==> config.mk <==
export PLATFORM = sky130hd
export DESIGN_NAME = uart_tx_arbiter
export DESIGN_NICKNAME = d
export VERILOG_FILES = /design/src/rtl/uart_tx_arbiter.sv
export SDC_FILE = /design/constraint.sdc
export NUM_CORES = 1
export LEC_CHECK = 0
export ABC_CLOCK_PERIOD_IN_PS = 4000
export CAP_MARGIN = 20
export CORE_AREA = 2 2 51 53
export CTS_CLUSTER_DIAMETER = 50
export CTS_CLUSTER_SIZE = 14
export DETAILED_ROUTE_END_ITERATION = 8
export DIE_AREA = 0 0 53 55
export GPL_ROUTABILITY_DRIVEN = 0
export MAX_ROUTING_LAYER = met4
export PLACE_DENSITY = 0.81
export SLEW_MARGIN = 10
export SYNTH_ARGS = -nofsm -noshare
export SYNTH_HDL_FRONTEND = slang
export SYNTH_SLANG_ARGS = --single-unit
==> constraint.sdc <==
create_clock -name clk -period 4 [get_ports clk]
set_input_delay 0.4 -clock clk [delete_from_list [all_inputs] [get_ports clk]]
set_output_delay 0.4 -clock clk [all_outputs]
set_load 0.03 [all_outputs]
==> src/rtl/uart_tx_arbiter.sv <==
// Round-robin arbiter that merges N_REQ byte-stream requesters onto one UART transmitter.
// The grant stays with one requester for a whole packet; an optional header byte carries its index.
module uart_tx_arbiter #(
    parameter int unsigned WIDTH     = 8,
    parameter int unsigned N_REQ     = 4,
    parameter bit          HEADER_EN = 1'b1
) (
    input  logic                   clk,
    input  logic                   i_reset,
    input  logic [N_REQ*WIDTH-1:0] i_req_data,
    input  logic [N_REQ-1:0]       i_req_valid,
    input  logic [N_REQ-1:0]       i_req_last,
    output logic [N_REQ-1:0]       o_req_ready,
    output logic [WIDTH-1:0]       o_tx_data,
    output logic                   o_tx_valid,
    input  logic                   i_tx_ready,
    output logic [N_REQ-1:0]       o_grant,
    output logic                   o_busy
);

    localparam int unsigned IdxW = $clog2(N_REQ);

    generate
        if (N_REQ < 2 || N_REQ > 16) begin : g_bad_n_req
            $error("uart_tx_arbiter: N_REQ must be in 2..16");
        end
        if (WIDTH < IdxW) begin : g_bad_width
            $error("uart_tx_arbiter: WIDTH too small to hold a requester index");
        end
    endgenerate

    typedef enum logic [1:0] {
        StIdle,
        StHeader,
        StPass
    } state_e;

    state_e            state_q, state_d;
    logic [IdxW-1:0]   owner_q, owner_d;
    logic [IdxW-1:0]   ptr_q, ptr_d;
    logic [IdxW-1:0]   winner;
    logic [N_REQ-1:0]  owner_oh;
    logic [WIDTH-1:0]  owner_lane;
    logic              owner_valid;
    logic              owner_last;
    logic              pass_xfer;

    assign owner_oh    = N_REQ'(1) << owner_q;
    assign owner_lane  = i_req_data[owner_q*WIDTH +: WIDTH];
    assign owner_valid = i_req_valid[owner_q];
    assign owner_last  = i_req_last[owner_q];
    assign pass_xfer   = (state_q == StPass) && owner_valid && i_tx_ready;

    // Search starts one past the last packet's owner so every requester gets a turn.
    always_comb begin
        logic                found;
        logic [IdxW-1:0]     cand;
        int unsigned         sum;
        found  = 1'b0;
        winner = ptr_q;
        cand   = '0;
        sum    = 0;
        for (int unsigned i = 1; i <= N_REQ; i++) begin
            sum  = (32'(ptr_q) + i) % N_REQ;
            cand = IdxW'(sum);
            if (!found && i_req_valid[cand]) begin
                found  = 1'b1;
                winner = cand;
            end
        end
    end

    always_ff @(posedge clk) begin
        if (i_reset) begin
            state_q <= StIdle;
            owner_q <= '0;
            ptr_q   <= IdxW'(N_REQ - 1);
        end else begin
            state_q <= state_d;
            owner_q <= owner_d;
            ptr_q   <= ptr_d;
        end
    end

    always_comb begin
        state_d = state_q;
        owner_d = owner_q;
        ptr_d   = ptr_q;
        unique case (state_q)
            StIdle: begin
                if (|i_req_valid) begin
                    owner_d = winner;
                    state_d = HEADER_EN ? StHeader : StPass;
                end
            end
            StHeader: begin
                if (i_tx_ready) begin
                    state_d = StPass;
                end
            end
            StPass: begin
                // The pointer only advances once the whole packet has gone out.
                if (pass_xfer && owner_last) begin
                    state_d = StIdle;
                    ptr_d   = owner_q;
                end
            end
            default: begin
                state_d = StIdle;
            end
        endcase
    end

    always_comb begin
        o_tx_valid  = 1'b0;
        o_tx_data   = '0;
        o_req_ready = '0;
        o_grant     = '0;
        o_busy      = 1'b0;
        unique case (state_q)
            StIdle: begin
            end
            StHeader: begin
                o_busy     = 1'b1;
                o_grant    = owner_oh;
                o_tx_valid = 1'b1;
                o_tx_data  = WIDTH'(owner_q);
            end
            StPass: begin
                o_busy      = 1'b1;
                o_grant     = owner_oh;
                o_tx_valid  = owner_valid;
                o_tx_data   = owner_valid ? owner_lane : '0;
                o_req_ready = i_tx_ready ? owner_oh : '0;
            end
            default: begin
            end
        endcase
    end

    a_grant_onehot0 : assert property (@(posedge clk) disable iff (i_reset)
        $onehot0(o_grant));
    a_ready_only_owner : assert property (@(posedge clk) disable iff (i_reset)
        (o_req_ready & ~o_grant) == '0);
    a_data_zero_idle : assert property (@(posedge clk) disable iff (i_reset)
        !o_tx_valid |-> (o_tx_data == '0));
    a_busy_matches_grant : assert property (@(posedge clk) disable iff (i_reset)
        o_busy == (|o_grant));

endmodule
### Word-level counts from Yosys, hierarchy flattened

Cells that the tools add are included.

* register bits after elaboration: 6

* add/sub/neg operators: 4
* magnitude comparators: 5
* eq/ne operators: 5
* shifts and indexed selects: 2
* mux-type cells: 30
* reductions and logical operators: 15

Operators with widths (number)
* $shiftx A32 B6 Y8: 1
* $pmux W8 S2: 1
* $lt A2 B3 Y1 const B: 5
* $mux W2: 7
* $bmux W1 S2: 6
* $mux W4: 3
* $mux W1: 10
* $mux W8: 1
* $logic_and A1 B1 Y1: 6
* $pmux W2 S3: 1
* $add A2 B1 Y2 const B: 2
* $add A2 B2 Y2 const B: 2
* $ne A2 B2 Y1 const B: 2
* $reduce_and A2 Y1: 2
* $reduce_or A4 Y1: 1
* $shl A1 B2 Y4 const A: 1
* $logic_not A1 Y1: 3
* $reduce_and A3 Y1: 1
* $eq A2 B1 Y1 const B: 1
* $eq A2 B2 Y1 const B: 1
* $logic_not A2 Y1: 1
* $ne A2 B1 Y1 const B: 1
* $pmux W1 S2: 1
* $reduce_or A2 Y1: 1

### Longest topological paths before layout

* depth after elaboration: 13
* gate-level depth with buffers: 6

### Least setup slack after synthesis

OpenSTA, ideal clock, no wires.

* path kind: reg2out
* from: reg state_q[0]
* to: out o_tx_data[0]
* arrival time: 1773 ps
* required time: 3600 ps
* setup slack: 1827 ps
* stages on the path, launching flop included: 5
* path buffers: 0
* cell sequence: dfxtp_1 inv_1 ha_1 nand3_1 o22ai_1

* longest elaborated chain between the ends: 2
* elaborated cells on any way between the ends: 3
* classes of those cells: eq/ne: 2; mux: 1

Ends and longest elaborated chain
* start, declared: line 38 `state_e state_q, state_d;`
* start signal, assigned: line 75 `state_q <= StIdle;`
* start signal, assigned: line 79 `state_q <= state_d;`
* $eq A2 B2 Y1 / $eq A2 B1 Y1 (equally long branches): line 120 `unique case (state_q)`
* $pmux W8 S2 *: line 120
* end, declared: line 14 `output logic [WIDTH-1:0] o_tx_data,`

Mark *: on every way between the ends. The rest lies on a longest branch, timed or not.

### Worst setup path in the final report

* from: reg owner_q[1]
* to: out o_tx_data[1]

* longest elaborated chain between the ends: 4
* elaborated cells on any way between the ends: 5
* classes of those cells: shift: 1; mux: 4

Ends and longest elaborated chain
* start, declared: line 39 `logic [IdxW-1:0] owner_q, owner_d;`
* start signal, assigned: line 80 `owner_q <= owner_d;`
* parallel branches: the longest is 3 deep, another holds $shiftx A32 B6 Y8
* $pmux W8 S2 *: line 120

Mark *: on every way between the ends. The select of a mux whose other input is x is not followed.

==> metrics.log <==
[metrics] initial core utilization: 32.8%
[metrics] fraction of the mapped netlist area in compound gates: 11.3%
[metrics] Gate power share: 71.0%
[metrics] Antenna Cells: 0
[metrics] synthesis-to-layout area growth: 82.6%
[metrics] CTS tree: yes
[metrics] top fanout value on the critical path: 16
[metrics] highest-count cells in the layout ignoring fill and taps: sky130_fd_sc_hd__clkdlybuf4s50_1, sky130_fd_sc_hd__mux4_2, sky130_fd_sc_hd__nand2b_1, sky130_fd_sc_hd__inv_1, sky130_fd_sc_hd__nor2b_1
[metrics] clock buffers created by TritonCTS: 3
[metrics] worst max-slew margin expressed relative to the limit: 57.1%
[metrics] critical path endpoint category: output pin
[metrics] Post-Synth XOR/XNOR Area: 0%
[metrics] Synth Instances: 84
[metrics] share of synthesized area spent on multiplexers: 31.6%
[metrics] vias in the first global route: 917
[metrics] Synth Area in Adders: 8.06%
[metrics] smallest hold slack: 492 ps
[metrics] number of hold-slack violations in the final timing report: 0
[metrics] clock network fraction of design power: 10.0%
[metrics] critical path data required time: 3600 ps
[metrics] Sinks on Clock Net: 6
[metrics] hold buffer count at CTS: 0
[metrics] RSZ-0062 raised after global routing: no
[metrics] post-route core utilization: 59.9%
[metrics] largest net degree at the start of global routing: 17
[metrics] prevailing post-synth register cell: sky130_fd_sc_hd__dfxtp_1
[metrics] sequential power share: 19.0%
[metrics] routed wire length: 2450 um
[metrics] ratio of routed vias to standard cells: 5.03
[metrics] HPWL Detailed: 2100 um
[metrics] synthesized flop and latch total: 6
[metrics] first-pass detailed-route iteration total: 4
[metrics] Total Routing Usage GR: 18.5%
[metrics] PwrDens: 397 mW/mm^2
[metrics] switch share: 43.7%
[metrics] buffers inserted during post-CTS setup optimization: 0
[metrics] warning count from the yosys run: 0
[metrics] count of final max-slew check failures: 0
[metrics] vias after detailed routing: 876
[metrics] clock-pin slew of the registers on the worst-case setup and hold paths: 40 ps
[metrics] DRC violation count after routing: 0
[metrics] LEAKAGE: 0.000517 uW
[metrics] skew final: 2.53 ps
[metrics] Resized Gates After CTS: 0
[metrics] number of I/O pins: 61
[metrics] deepest level of the CTS H-tree: 1
[metrics] net count of the finished layout: 194
[metrics] port bufs: 60
[metrics] number of design-rule violations left by the first detailed-router iteration: 8
[metrics] Distinct cells, synth: 28
[metrics] buffer depth of the longest clock path: 2
[metrics] Seq/Total Area, Yosys: 15.5%
[metrics] number of antenna violations at the first check in global routing: 0
[metrics] Synth Cell Area: 776 um^2
[metrics] root cell of the clock tree: sky130_fd_sc_hd__clkbuf_4
[metrics] switching power: 246 uW
[metrics] Core Box Area: 0.00236 mm^2
[metrics] antenna-violating nets left: 0
[metrics] Site Rows: 18
[metrics] max-cap violation count: 0
[metrics] most common cell after layout, fill and taps aside: sky130_fd_sc_hd__clkdlybuf4s50_1
[metrics] slew of the pin with the lowest slew margin: 643 ps
[metrics] share of synthesized registers carrying an async set or reset: 0%
[metrics] mean post-synth cell area: 9.24 um^2
[metrics] post-synthesis simple-gate area fraction: 26.1%
[metrics] overall overflow remaining after global route: 0
[metrics] die area: 0.00292 mm^2
[metrics] critical path type: reg2out
[metrics] die extent in x: 53 um
[metrics] wire length per cell after detailed routing: 14.1 um
[metrics] Layout Cells excl Fill: 174
[metrics] type of the tightest min-delay check: reg2reg
[metrics] layout cells sized above 1: 10.4%
[metrics] highest ir drop seen on vdd: 342 uV
[metrics] count of endpoints failing setup in the final report: 0
[metrics] Die Span Y: 55 um
[metrics] first-pass GRT wire length: 3770 um
[metrics] Arrival @ worst endpoint: 2650 ps
[metrics] maximum achievable frequency: 328 MHz
[metrics] final-layout setup total negative slack: 0 ps
[metrics] result of the run: finished, final reports clean
[metrics] number of cells after detailed placement: 171
[metrics] clk_lat worst skew: 250 ps
[metrics] cell-internal power: 316 uW
[metrics] sort of element at the start of the critical path: flip-flop
[metrics] main combinational cell family by area after synthesis: multiplexers
[metrics] min cycle time layout: 3050 ps
[metrics] Synth Net Count: 132
[metrics] number of synthesized flops with an enable pin: 0
[metrics] period utilisation layout: 76.2%
-- cell usage after synthesis, drive strengths merged (3+ instances only) --
master,n,share of area [%]
nand2,3,1.5
nor2,4,1.9
mux4,10,29
inv,8,3.9
nand2b,9,7.3
and3,4,3.2
buf,3,3.1
ha,5,8.1
nor3,4,2.6
dfxtp,6,15
a21oi,4,2.6
nor2b,7,5.6
-- power groups by stage --
stage          Combinational [uW]  Sequential [uW]  Clock (uW)
2_1_floorplan                 284             84.8           0
3_3_place_gp                  394              107           0
3_5_place_dp                  398              109           0
4_1_cts                       401              108        58.1
5_1_grt                       430              113        63.7
6_report                      399              107        56.2
-- critical path, stage by stage (launching register included) --
cell                              delay [ps]
sky130_fd_sc_hd__dfxtp_1                 730
sky130_fd_sc_hd__mux4_2                  620
sky130_fd_sc_hd__nand3_1                 300
sky130_fd_sc_hd__o22ai_1                 140
sky130_fd_sc_hd__clkdlybuf4s50_1         620
-- state kept, by name, summed over array words and instances, names as in the netlist --
name     cells
owner_q      2
state_q      2
ptr_q        2
-- metrics by stage --
step                      setup WS [ps]  total power [uW]  area (um^2)
after floorplan                    1830               369          776
after global placement             1240               501         1390
after detailed placement           1110               507         1390
after CTS                           925               567         1420
after global routing                795               607         1420
final                               951               562         1420
-- worst paths after layout --
| path | to | depth (start not counted) | from | slack (ps) |
|---|---|---|---|---|
| min | state_q[1] | 2 | state_q[1] | 490 |
| min reg2reg | state_q[1] | 2 | state_q[1] | 490 |
| max | o_tx_data[1] | 4 | owner_q[1] | 950 |
| max reg2reg | ptr_q[1] | 4 | owner_q[1] | 2040 |
-- layout make-up --
class                      instances  area (um^2)
fill                             224          948
tap                               30         37.5
clock buffer                       3         22.5
timing repair buffer              61          608
multi-input combinational         66          598
sequential                         6          120
inverter                           8         30.0
-- kinds of logic (layout without fill, tap and decap cells) --
group / Yosys count / count (layout)
flip-flops: 6 / 6
buffers and inverters: 12 / 72
AND/OR/NAND/NOR: 36 / 36
AO/OA/AOI/OAI: 13 / 13
adder cells (fa/ha/maj): 5 / 5
multiplexers: 12 / 12
-- per-layer routing --
metal	share of wire (%)	vias to the layer above	track usage, %	wire [um]
li1	-	435	-	-
met3	5.9	4	3.23	145
met1	37	399	17.6	904
met5	0	-	-	0
met4	1.8	0	7.26	43
met2	55	38	36.9	1360
Note: power is estimated with default switching activity, not from simulation.
